$ cat config.mk
export PLATFORM = sky130hd
export DESIGN_NAME = polyt0_pack_stream
export DESIGN_NICKNAME = d
export VERILOG_FILES = /design/src/rtl/polyt0_pack_stream.sv
export SDC_FILE = /design/constraint.sdc
export NUM_CORES = 1
export LEC_CHECK = 0
export ABC_CLOCK_PERIOD_IN_PS = 3900
export CAP_MARGIN = 20
export CORE_UTILIZATION = 50
export DETAILED_ROUTE_END_ITERATION = 10
export PLACE_DENSITY_LB_ADDON = 0.25
export SYNTH_ARGS = -nofsm -noshare
export SYNTH_HDL_FRONTEND = slang
export SYNTH_SLANG_ARGS = --single-unit
$ cat constraint.sdc
create_clock -name clk -period 3.9 [get_ports clk]
set_input_delay 0.975 -clock clk [delete_from_list [all_inputs] [get_ports clk]]
set_output_delay 0.975 -clock clk [all_outputs]
set_load 0.005 [all_outputs]
$ cat src/rtl/polyt0_pack_stream.sv
// Streaming t0 packer: biases each signed coefficient to 2^(D-1)-a and packs D-bit fields LSB-first into 32-bit words.
// Optional RANGE_CHECK_EN adds a sticky err flag for coefficients whose biased value does not fit in D bits.
module polyt0_pack_stream #(
   parameter int unsigned N = 256,
   parameter int unsigned D = 13
) (
   input  logic        clk,
   input  logic        rst,
   input  logic        start,
   input  logic        in_valid,
   input  logic [31:0] in_data,
   output logic        in_ready,
   output logic        out_valid,
   output logic [31:0] out_data,
   input  logic        out_ready,
   output logic        busy,
   output logic        done,
   output logic        err
);

   localparam int unsigned ACC_W  = 32 + D - 1;  // fill never exceeds 31 + D
   localparam int unsigned FILL_W = $clog2(ACC_W + 1);
   localparam int unsigned WORDS  = (N * D) / 32;
   localparam int unsigned CNT_W  = $clog2(N + 1);
   localparam int unsigned WCNT_W = $clog2(WORDS + 1);
   localparam logic [31:0] BIAS   = 32'(1) << (D - 1);

   typedef enum logic {IDLE, PACK} state_t;

   state_t              state_q, state_d;
   logic [CNT_W-1:0]    coef_q, coef_d;
   logic [WCNT_W-1:0]   word_q, word_d;
   logic [ACC_W-1:0]    acc_q, acc_d;
   logic [FILL_W-1:0]   fill_q, fill_d;
   logic                done_q, done_d;
   logic [31:0]         t_c;
   logic                in_hs_c, out_hs_c;

   assign t_c       = BIAS - in_data;
   assign in_ready  = (state_q == PACK) && (coef_q < CNT_W'(N)) && (fill_q < FILL_W'(32));
   assign out_valid = (state_q == PACK) && (fill_q >= FILL_W'(32));
   assign out_data  = acc_q[31:0];
   assign busy      = (state_q == PACK);
   assign done      = done_q;
   assign in_hs_c   = in_valid && in_ready;
   assign out_hs_c  = out_valid && out_ready;

`ifdef RANGE_CHECK_EN
   logic err_q, err_d;
   assign err = err_q;
`else
   logic unused_t_hi;
   assign unused_t_hi = ^t_c[31:D];
   assign err         = 1'b0;
`endif

   // Next-state and datapath update
   always_comb begin
      state_d = state_q;
      coef_d  = coef_q;
      word_d  = word_q;
      acc_d   = acc_q;
      fill_d  = fill_q;
      done_d  = 1'b0;
`ifdef RANGE_CHECK_EN
      err_d   = err_q;
`endif
      case (state_q)
         IDLE: begin
            if (start) begin
               state_d = PACK;
               coef_d  = '0;
               word_d  = '0;
               acc_d   = '0;
               fill_d  = '0;
`ifdef RANGE_CHECK_EN
               err_d   = 1'b0;
`endif
            end
         end
         PACK: begin
            if (in_hs_c) begin
               acc_d  = acc_q | (ACC_W'(t_c[D-1:0]) << fill_q);
               fill_d = fill_q + FILL_W'(D);
               coef_d = coef_q + CNT_W'(1);
`ifdef RANGE_CHECK_EN
               if (t_c[31:D] != '0) err_d = 1'b1;
`endif
            end
            if (out_hs_c) begin
               acc_d  = acc_q >> 32;
               fill_d = fill_q - FILL_W'(32);
               word_d = word_q + WCNT_W'(1);
               if (word_q == WCNT_W'(WORDS - 1)) begin
                  state_d = IDLE;
                  done_d  = 1'b1;
               end
            end
         end
         default: state_d = IDLE;
      endcase
   end

   always_ff @(posedge clk) begin
      if (rst) begin
         state_q <= IDLE;
         coef_q  <= '0;
         word_q  <= '0;
         acc_q   <= '0;
         fill_q  <= '0;
         done_q  <= 1'b0;
`ifdef RANGE_CHECK_EN
         err_q   <= 1'b0;
`endif
      end else begin
         state_q <= state_d;
         coef_q  <= coef_d;
         word_q  <= word_d;
         acc_q   <= acc_d;
         fill_q  <= fill_d;
         done_q  <= done_d;
`ifdef RANGE_CHECK_EN
         err_q   <= err_d;
`endif
      end
   end

endmodule

== After elaboration in Yosys (flattened, before gate mapping) ==
Cells that the tools add are included.

* Logic and storage cells: 51
* RAM bits: 0
* Bits in read-only memories: 0
* Latch bits: 0
* Memories: 0
* Bits in registers: 68
* Input bits: 37

* Bitwise operators: 3
* Reduce and logical (&&, ||, !) cells: 9
* Div/mod/pow operators: 0
* $add $sub $neg: 5
* Magnitude comparators: 3
* Multiplexer cells: 19
* Equal/unequal tests: 5
* Shift-type cells: 1
* Multipliers: 0

{| class="wikitable"
|+ Operator list
! cell !! number
|-
| two-way mux 44 bit || 3
|-
| case mux 44 bit (2 select lines) || 1
|-
| OR 44 bit || 1
|-
| << shifter 13 x 6 -> 44 bit || 1
|-
| two-way mux 6 bit || 3
|-
| two-way mux 9 bit || 2
|-
| case mux 9 bit (2 select lines) || 1
|-
| two-way mux 7 bit || 2
|-
| case mux 7 bit (2 select lines) || 1
|-
| subtractor 13 bit (first input constant) || 1
|-
| case mux 6 bit (2 select lines) || 1
|-
| adder 9 x 1 -> 9 bit (second input constant) || 1
|-
| less-than comparator 9 bit (second input constant) || 1
|-
| adder 7 x 1 -> 7 bit (second input constant) || 1
|-
| equality test 7 bit (second input constant) || 1
|-
| adder 6 x 4 -> 6 bit (second input constant) || 1
|-
| >= comparator 6 bit (second input constant) || 1
|-
| less-than comparator 6 bit (second input constant) || 1
|-
| AND reduction 2 bit || 3
|-
| subtractor 6 bit (second input constant) || 1
|-
| logical AND 1 bit || 5
|-
| two-way mux 1 bit || 4
|-
| != test 2 x 1 -> 1 bit (second input constant) || 2
|-
| != test 3 x 1 -> 1 bit (second input constant) || 1
|-
| other kinds (4) || 5
|}

== Logic depth before layout (Yosys ltp) ==
Gate-level depths: netlist of the first run.

* Word-level depth: 7
* Depth in mapped cells: 10
* Depth with buffers taken out: 9

== Worst setup path before layout of the first run ==
OpenSTA, ideal clock, no wires.

* Path type: input-to-reg
* Start point: input in_data[0]
* End point: register acc_q[7]
* Slack: 0.722 ns
* Arrival: 3.090 ns
* Stages on the path: 10
* Path buffers: 1
* Data required time: 3.812 ns
* Path through: inv_1 > ha_1 > buf_2 > or3b_2 > xnor2_1 > a221o_1 > a211oi_2 > mux2_1 > a211oi_1 > nor4_2

* Word-level cells in the longest chain between the ends: 6

{| class="wikitable"
|+ Ends and longest elaborated chain
! item !! line !! RTL
|-
| start, declared || 11 || <nowiki>input logic [31:0] in_data,</nowiki>
|-
| subtractor 13 bit || 39 || <nowiki>assign t_c = BIAS - in_data;</nowiki>
|-
| << shifter 13 x 6 -> 44 bit || 83 || <nowiki>acc_d = acc_q | (ACC_W'(t_c[D-1:0]) << fill_q);</nowiki>
|-
| OR 44 bit || 83 ||
|-
| two-way mux 44 bit || 82 || <nowiki>if (in_hs_c) begin</nowiki>
|-
| two-way mux 44 bit || 90 || <nowiki>if (out_hs_c) begin</nowiki>
|-
| case mux 44 bit (2 select lines) || 68 || <nowiki>case (state_q)</nowiki>
|-
| end signal, assigned || 109 || <nowiki>acc_q <= '0;</nowiki>
|-
| end signal, assigned || 119 || <nowiki>acc_q <= acc_d;</nowiki>
|-
| end, declared || 33 || <nowiki>logic [ACC_W-1:0] acc_q, acc_d;</nowiki>
|}

Every way passes these cells. The select of a mux whose other input is x is not followed.
A chain may end at the register's enable or synchronous reset.

== Final worst setup path of the first run ==
* Start point: input in_data[0]
* End point: register acc_q[15]

Same word-level chain as after synthesis.

==> flow_summary.toml, run 1 <==
[critical_path]
rr_startpoint = "busy"
startpoint = "in_data[0]"
cpPeakStageDelay_ps = 500
cp-start-kind = "input pin"
slowest_stage = "or3b_2"
crit_chain = "clkdlybuf4s50_1 > inv_1 > ha_1 > or3b_2 > xnor2_1 > a221o_1 > a211oi_2 > a21oi_1 > mux2i_1 > a22o_1"
crit_path_end_kind = "flop"
crit_required_ps = 4200
worst-r2r-setup-slack_ps = 1400
crit_buf_inv = 2
worstSetupPathType = "input pin to flop"
worstPathArrival_ps = 3690
path_max_fanout = 4
cp_top_family = "compound AO/OA/AOI/OAI gates"

[power]
swShare_pct = 29.9
power.share.clock_pct = 39.2
combPwrFrac_pct = 17.8
p_leak_nw = 1.74
p_int_mw = 1.19
pwr-share-seq_pct = 43.0
total_power_mw = 1.70
p_switching_mw = 0.509
ir_drop_v = 0.000182
p_per_area_nw_per_um2 = 352

[timing]
period_needed_ps = 3390
max_freq_mhz = 295
worst_slew_pin_slew_ps = 783
clock_skew_ps = 13.5
fin_setup_tns_ps = 0
period_share_pct = 86.9
rsz0062_at_grt = "false"
max_slew_margin_pct = 47.7
hold_viol = 0
slew_violations = 0
finalSetupViolations = 0

[job]
maxCapViolations = 0

[cts]
clkSlewWorstSetupHoldPaths_ps = 80
post_cts_buffers = 0
cts_tree = "yes"
hold_buffers = 0
clk_path_buf_depth = 2
postCtsResizedCells = 0
cts-htree-levels = 3
clkLatencyLatePin_ps = 360
cts_root_buf = "clkbuf_8"
numCtsBuffers = 9
cts.sinks = 68

[logic_synthesis]
synth_warnings = 0
synth.distinct_cells = 69
synth-main-ff-cell = "dfxtp_1"
syn_inst = 534
syn_area_per_cell_sq_um = 7.78
synth_seq_area_share_pct = 32.8
synth_edf_count = 0
syn_area_sq_um = 4150
synthArstFlopShare_pct = 0
ys_ff_latch = 68
synth_nets = 576

[floorplan]
ioPinCount = 74
initial_core_util_pct = 52.7
die_area_sq_um = 8680
rows = 32
core-area_sq_um = 7890
die_x_um = 93.2
die_h_um = 93.2

[layout]
area_growth_pct = 16.3
nNetsFinal = 598
final_core_util_pct = 61.2
diodes = 0
drive_above_1_share_pct = 9.63

[grt]
track_usage_pct = 27.3
grt.overflow.total = 0
grt_pass1_vias = 3722
grt_pass1_wl_mm = 18.5
antenna_found_initial = 0
grt_max_degree = 31

[routing]
vias = 4125
drt-initial-drc-count = 334
drt-vias-per-instance = 6.22
wire_per_inst_um = 17.7
drt_pre_antenna_iters = 7
drcViolationCount = 0
ant_nets = 0
wl_mm = 11.7

[placed_design]
gp_congestion = 0.953
place.detailed.hpwl_mm = 8.28
portBuffers = 53

[min_path]
hp-start = "acc_q[37]"
hold_class = "flop to flop"

[run_status]
status = "finished clean"
-- worst min-delay path, cell delays in order, from the launching register on --
cell,delay (ps)
dfxtp_1,340
nand2_1,50
o21ai_0,50
-- layout make-up --
class | count | area (sq um)
clock inverter | 7 | 98.8
timing repair buffer | 73 | 681
clock buffer | 9 | 124
tap | 102 | 128
sequential | 68 | 1360
fill | 747 | 3060
multi-input combinational | 395 | 2400
inverter | 9 | 33.8
-- Yosys cell counts, types with 4 or more instances --
cell | count | area (sq um)
dfxtp_1 | 68 | 1360
xor2_1 | 15 | 131
a211oi_1 | 6 | 45.0
nand4_1 | 13 | 81.3
nor2_1 | 60 | 225
mux2i_1 | 10 | 100
and2_1 | 5 | 31.3
ha_1 | 5 | 62.6
a22o_1 | 4 | 35.0
a21oi_1 | 37 | 185
nor2b_1 | 6 | 37.5
o21a_1 | 4 | 30.0
nor3_1 | 14 | 70.1
nand2_1 | 58 | 218
and3_1 | 6 | 37.5
clkbuf_1 | 23 | 86.3
a22oi_1 | 10 | 75.1
inv_1 | 8 | 30.0
a31oi_1 | 7 | 43.8
or4_1 | 4 | 30.0
buf_4 | 33 | 248
nand3_1 | 13 | 65.1
o221ai_1 | 8 | 70.1
o211ai_1 | 4 | 30.0
or3_1 | 5 | 31.3
o21ai_0 | 29 | 145
-- worst paths after layout --
| check | end | cells after the start |
|---|---|---|
| max | acc_q[15] | 10 |
| min | acc_q[37] | 2 |
| max reg2reg | acc_q[32] | 8 |
| min reg2reg | acc_q[37] | 2 |
-- cell families (layout without fill, tap and decap cells) --
family | after synthesis | after routing | share of synthesized area [%]
fa+ha+maj | 5 | 5 | 1.51
other cells | 1 | 1 | 0.0903
mux | 14 | 14 | 3.49
buf+inv | 71 | 98 | 9.49
simple gates | 206 | 206 | 24.1
flops | 68 | 68 | 32.8
compound gates | 151 | 151 | 24.7
xor+xnor | 18 | 18 | 3.80
-- layer usage --
layer	GRT usage [%]	vias up	share of wire [%]
met4	8.33	0	1.7
li1	-	1969	-
met1	37.0	1928	44
met5	0	-	0
met2	42.8	207	46
met3	6.59	21	8.4
-- through the flow --
stage / instance area (sq um) / std cells / hold slack (ps) / setup WS [ps]
4_1_cts: 4830 / 663 / 468 / 503
5_1_grt: 4830 / 663 / 504 / 369
3_5_place_dp: 4610 / 647 / 446 / 154
3_3_place_gp: 4610 / 647 / 441 / 185
2_1_floorplan: 4150 / 534 / 425 / 722
6_report: 4830 / 663 / 467 / 511
-- flip-flops by register name (all words and copies together) (netlist names) --
register and count:
coef_q 9, word_q 7, done 1, acc_q 44
fill_q 6, busy 1
-- power groups by stage --
| stage | sequential, mW | combinational (mW) | clock, mW |
|---|---|---|---|
| floorplan | 0.732 | 0.202 | 0 |
| global placement | 0.747 | 0.293 | 0 |
| detailed placement | 0.747 | 0.295 | 0 |
| CTS | 0.731 | 0.297 | 0.674 |
| global route | 0.734 | 0.326 | 0.704 |
| finish | 0.732 | 0.303 | 0.667 |
-- cells in the final DEF (no fill, tap or decap), types with 6 or more instances in the layout --
master and count:
xor2_1 15, a22oi_1 10, nor3_1 13, a31oi_1 7
nor2b_1 6, o221ai_1 8, a211oi_1 6, buf_4 20
mux2i_1 10, nand2_1 58, nor2_1 60, a21oi_1 37
clkbuf_8 9, nand4_1 13, clkdlybuf4s50_1 53, nand3_1 13
dfxtp_1 68, inv_1 8, and3_1 6, o21ai_0 29
(Power assumes the default switching activity.)
==> run 2: changes to the inputs <==
- ABC_CLOCK_PERIOD_IN_PS: 3900 -> 3370
- clock period: 3.9 -> 3.37 ns (I/O delays scaled with it)
==> run 2 against run 1 <==
Compared with the run above: non-clock buffer count rose by 28; register-to-register slack got worse by 610 ps; die area did not move; sequential power rose by 15%; combinational power rose by 28%; sequential share of layout area fell by 0.97 points; critical path depth did not move; worst hold slack got worse by 9.5 ps; clock power fell by 3.1%; core utilization rose by 2.2 points.
==> flow_summary.toml, run 2 (same netlist as run 1, synthesis figures left out) <==
[layout]
regMostFlops = "acc_q"
layout_common_cells = "dfxtp_1, nor2_1, nand2_1, clkdlybuf4s50_1, buf_4"
nNetsFinal = 626
largest_reg_flops = 44
final_core_util_pct = 63.4
area_growth_pct = 20.4
diodes = 0
final_common_cell = "dfxtp_1"
reg_top3 = "acc_q x44, coef_q x9, word_q x7"
drive_above_1_share_pct = 13.6

[timing]
max_slew_margin_pct = 47.6
rsz0062_at_grt = "false"
period_needed_ps = 3180
clock_skew_ps = 7.87
slew_violations = 0
worst_slew_pin_slew_ps = 780
max_freq_mhz = 315
period_share_pct = 94.3
finalSetupViolations = 0
hold_viol = 0

[critical_path]
crit_buf_inv = 2
rr_startpoint = "fill_q[1]"
startpoint = "in_data[0]"
cp_top_family = "compound AO/OA/AOI/OAI gates"
cp-start-kind = "input pin"
ff2ff_path_depth = 7
path_max_fanout = 3
slowest_stage = "or3b_2"
cp.depth = 10
cpPeakStageDelay_ps = 470
worst-r2r-setup-slack_ps = 790
worstSetupPathType = "input pin to flop"
worstPathArrival_ps = 3440
critical_path.endpoint = "acc_q[7]"
crit_required_ps = 3630
crit_chain = "clkdlybuf4s50_1 > inv_1 > ha_1 > or3b_2 > xnor2_1 > a221o_1 > a211oi_2 > mux2_1 > a211oi_1 > nor4_2"
crit_path_end_kind = "flop"
r2r-end = "acc_q[25]"

[cts]
cts_tree = "yes"
clkSlewWorstSetupHoldPaths_ps = 70
cts.sinks = 68
clk_path_buf_depth = 2
hold_buffers = 0
cts_root_buf = "clkbuf_8"
cts-htree-levels = 3
post_cts_buffers = 0
postCtsResizedCells = 0
clkLatencyLatePin_ps = 350
numCtsBuffers = 9

[routing]
wl_mm = 11.6
drcViolationCount = 0
drt_pre_antenna_iters = 5
ant_nets = 0
wire_per_inst_um = 16.8
drt-initial-drc-count = 329
vias = 4215
drt-vias-per-instance = 6.10

[run_status]
status = "finished clean"

[power]
swShare_pct = 29.3
p_per_area_nw_per_um2 = 375
total_power_mw = 1.88
power.share.clock_pct = 34.4
ir_drop_v = 0.000209
combPwrFrac_pct = 20.7
p_switching_mw = 0.550
p_leak_nw = 1.86
p_int_mw = 1.33
pwr-share-seq_pct = 44.9

[grt]
grt.overflow.total = 0
grt_pass1_vias = 3801
grt_max_degree = 31
antenna_found_initial = 0
grt_pass1_wl_mm = 18.6
track_usage_pct = 27.3

[floorplan]
ioPinCount = 74
initial_core_util_pct = 52.7
die_area_sq_um = 8680
core-area_sq_um = 7890
rows = 32
die_h_um = 93.2
die_x_um = 93.2

[placed_design]
portBuffers = 53
gp_congestion = 0.934
place.detailed.hpwl_mm = 8.48

[job]
maxCapViolations = 0

[min_path]
hold_class = "flop to flop"
-- run 2: changes by cell type in the layout (fill, tap and decap cells not counted), sizes merged --
cell | previous run | this run
clkbuf | 9 | 11
bufinv | 2 | 1
inv | 9 | 8
buf | 20 | 48
-- run 2: through the flow --
step | setup slack [ps] | hold WS, ps | cell area (sq um) | TNS, ps | cells
after floorplan | 324 | 425 | 4150 | 0 | 534
after CTS | 201 | 463 | 5000 | 0 | 691
after global routing | 15.4 | 478 | 5000 | 0 | 691
final | 193 | 458 | 5000 | 0 | 691
after global placement | -129 | 437 | 4820 | -336 | 675
after detailed placement | -163 | 445 | 4820 | -787 | 675
-- run 2: power by group through the flow --
stage	Sequential (mW)	Combinational (mW)	Clock (mW)
global placement	0.859	0.377	0
global route	0.844	0.418	0.688
detailed placement	0.860	0.380	0
CTS	0.841	0.383	0.652
floorplan	0.847	0.234	0
finish	0.842	0.389	0.646
-- run 2: worst reg2reg max path: cells and delay by family, from the launching register on --
family | cells | cell delay, ps
AOI/OAI and AO/OA | 6 | 1460
DFF | 1 | 640
buffers and inverters | 1 | 350
-- run 2: layout make-up --
type / instances / area [sq um]
tap: 102 / 128
clock buffer: 11 / 131
clock inverter: 5 / 52.6
inverter: 9 / 33.8
multi-input combinational: 395 / 2400
timing repair buffer: 101 / 891
sequential: 68 / 1360
fill: 712 / 2890
-- run 2: how the worst min path moves through the flow --
stage,from,end,slack [ps],depth (start not counted)
finish,acc_q[37],acc_q[37],460,2
global route,acc_q[38],acc_q[38],480,2
CTS,acc_q[37],acc_q[37],460,2
detailed placement,acc_q[37],acc_q[37],440,2
global placement,acc_q[38],acc_q[38],440,2
floorplan,acc_q[37],acc_q[37],420,2
-- run 2: metal layers --
layer,track usage (%),share of wire (%),up-vias
li1,-,-,2029
met1,37.0,45,1969
met2,41.9,45,186
met3,6.99,7.9,31
met4,9.74,2.7,0
met5,0,0,-
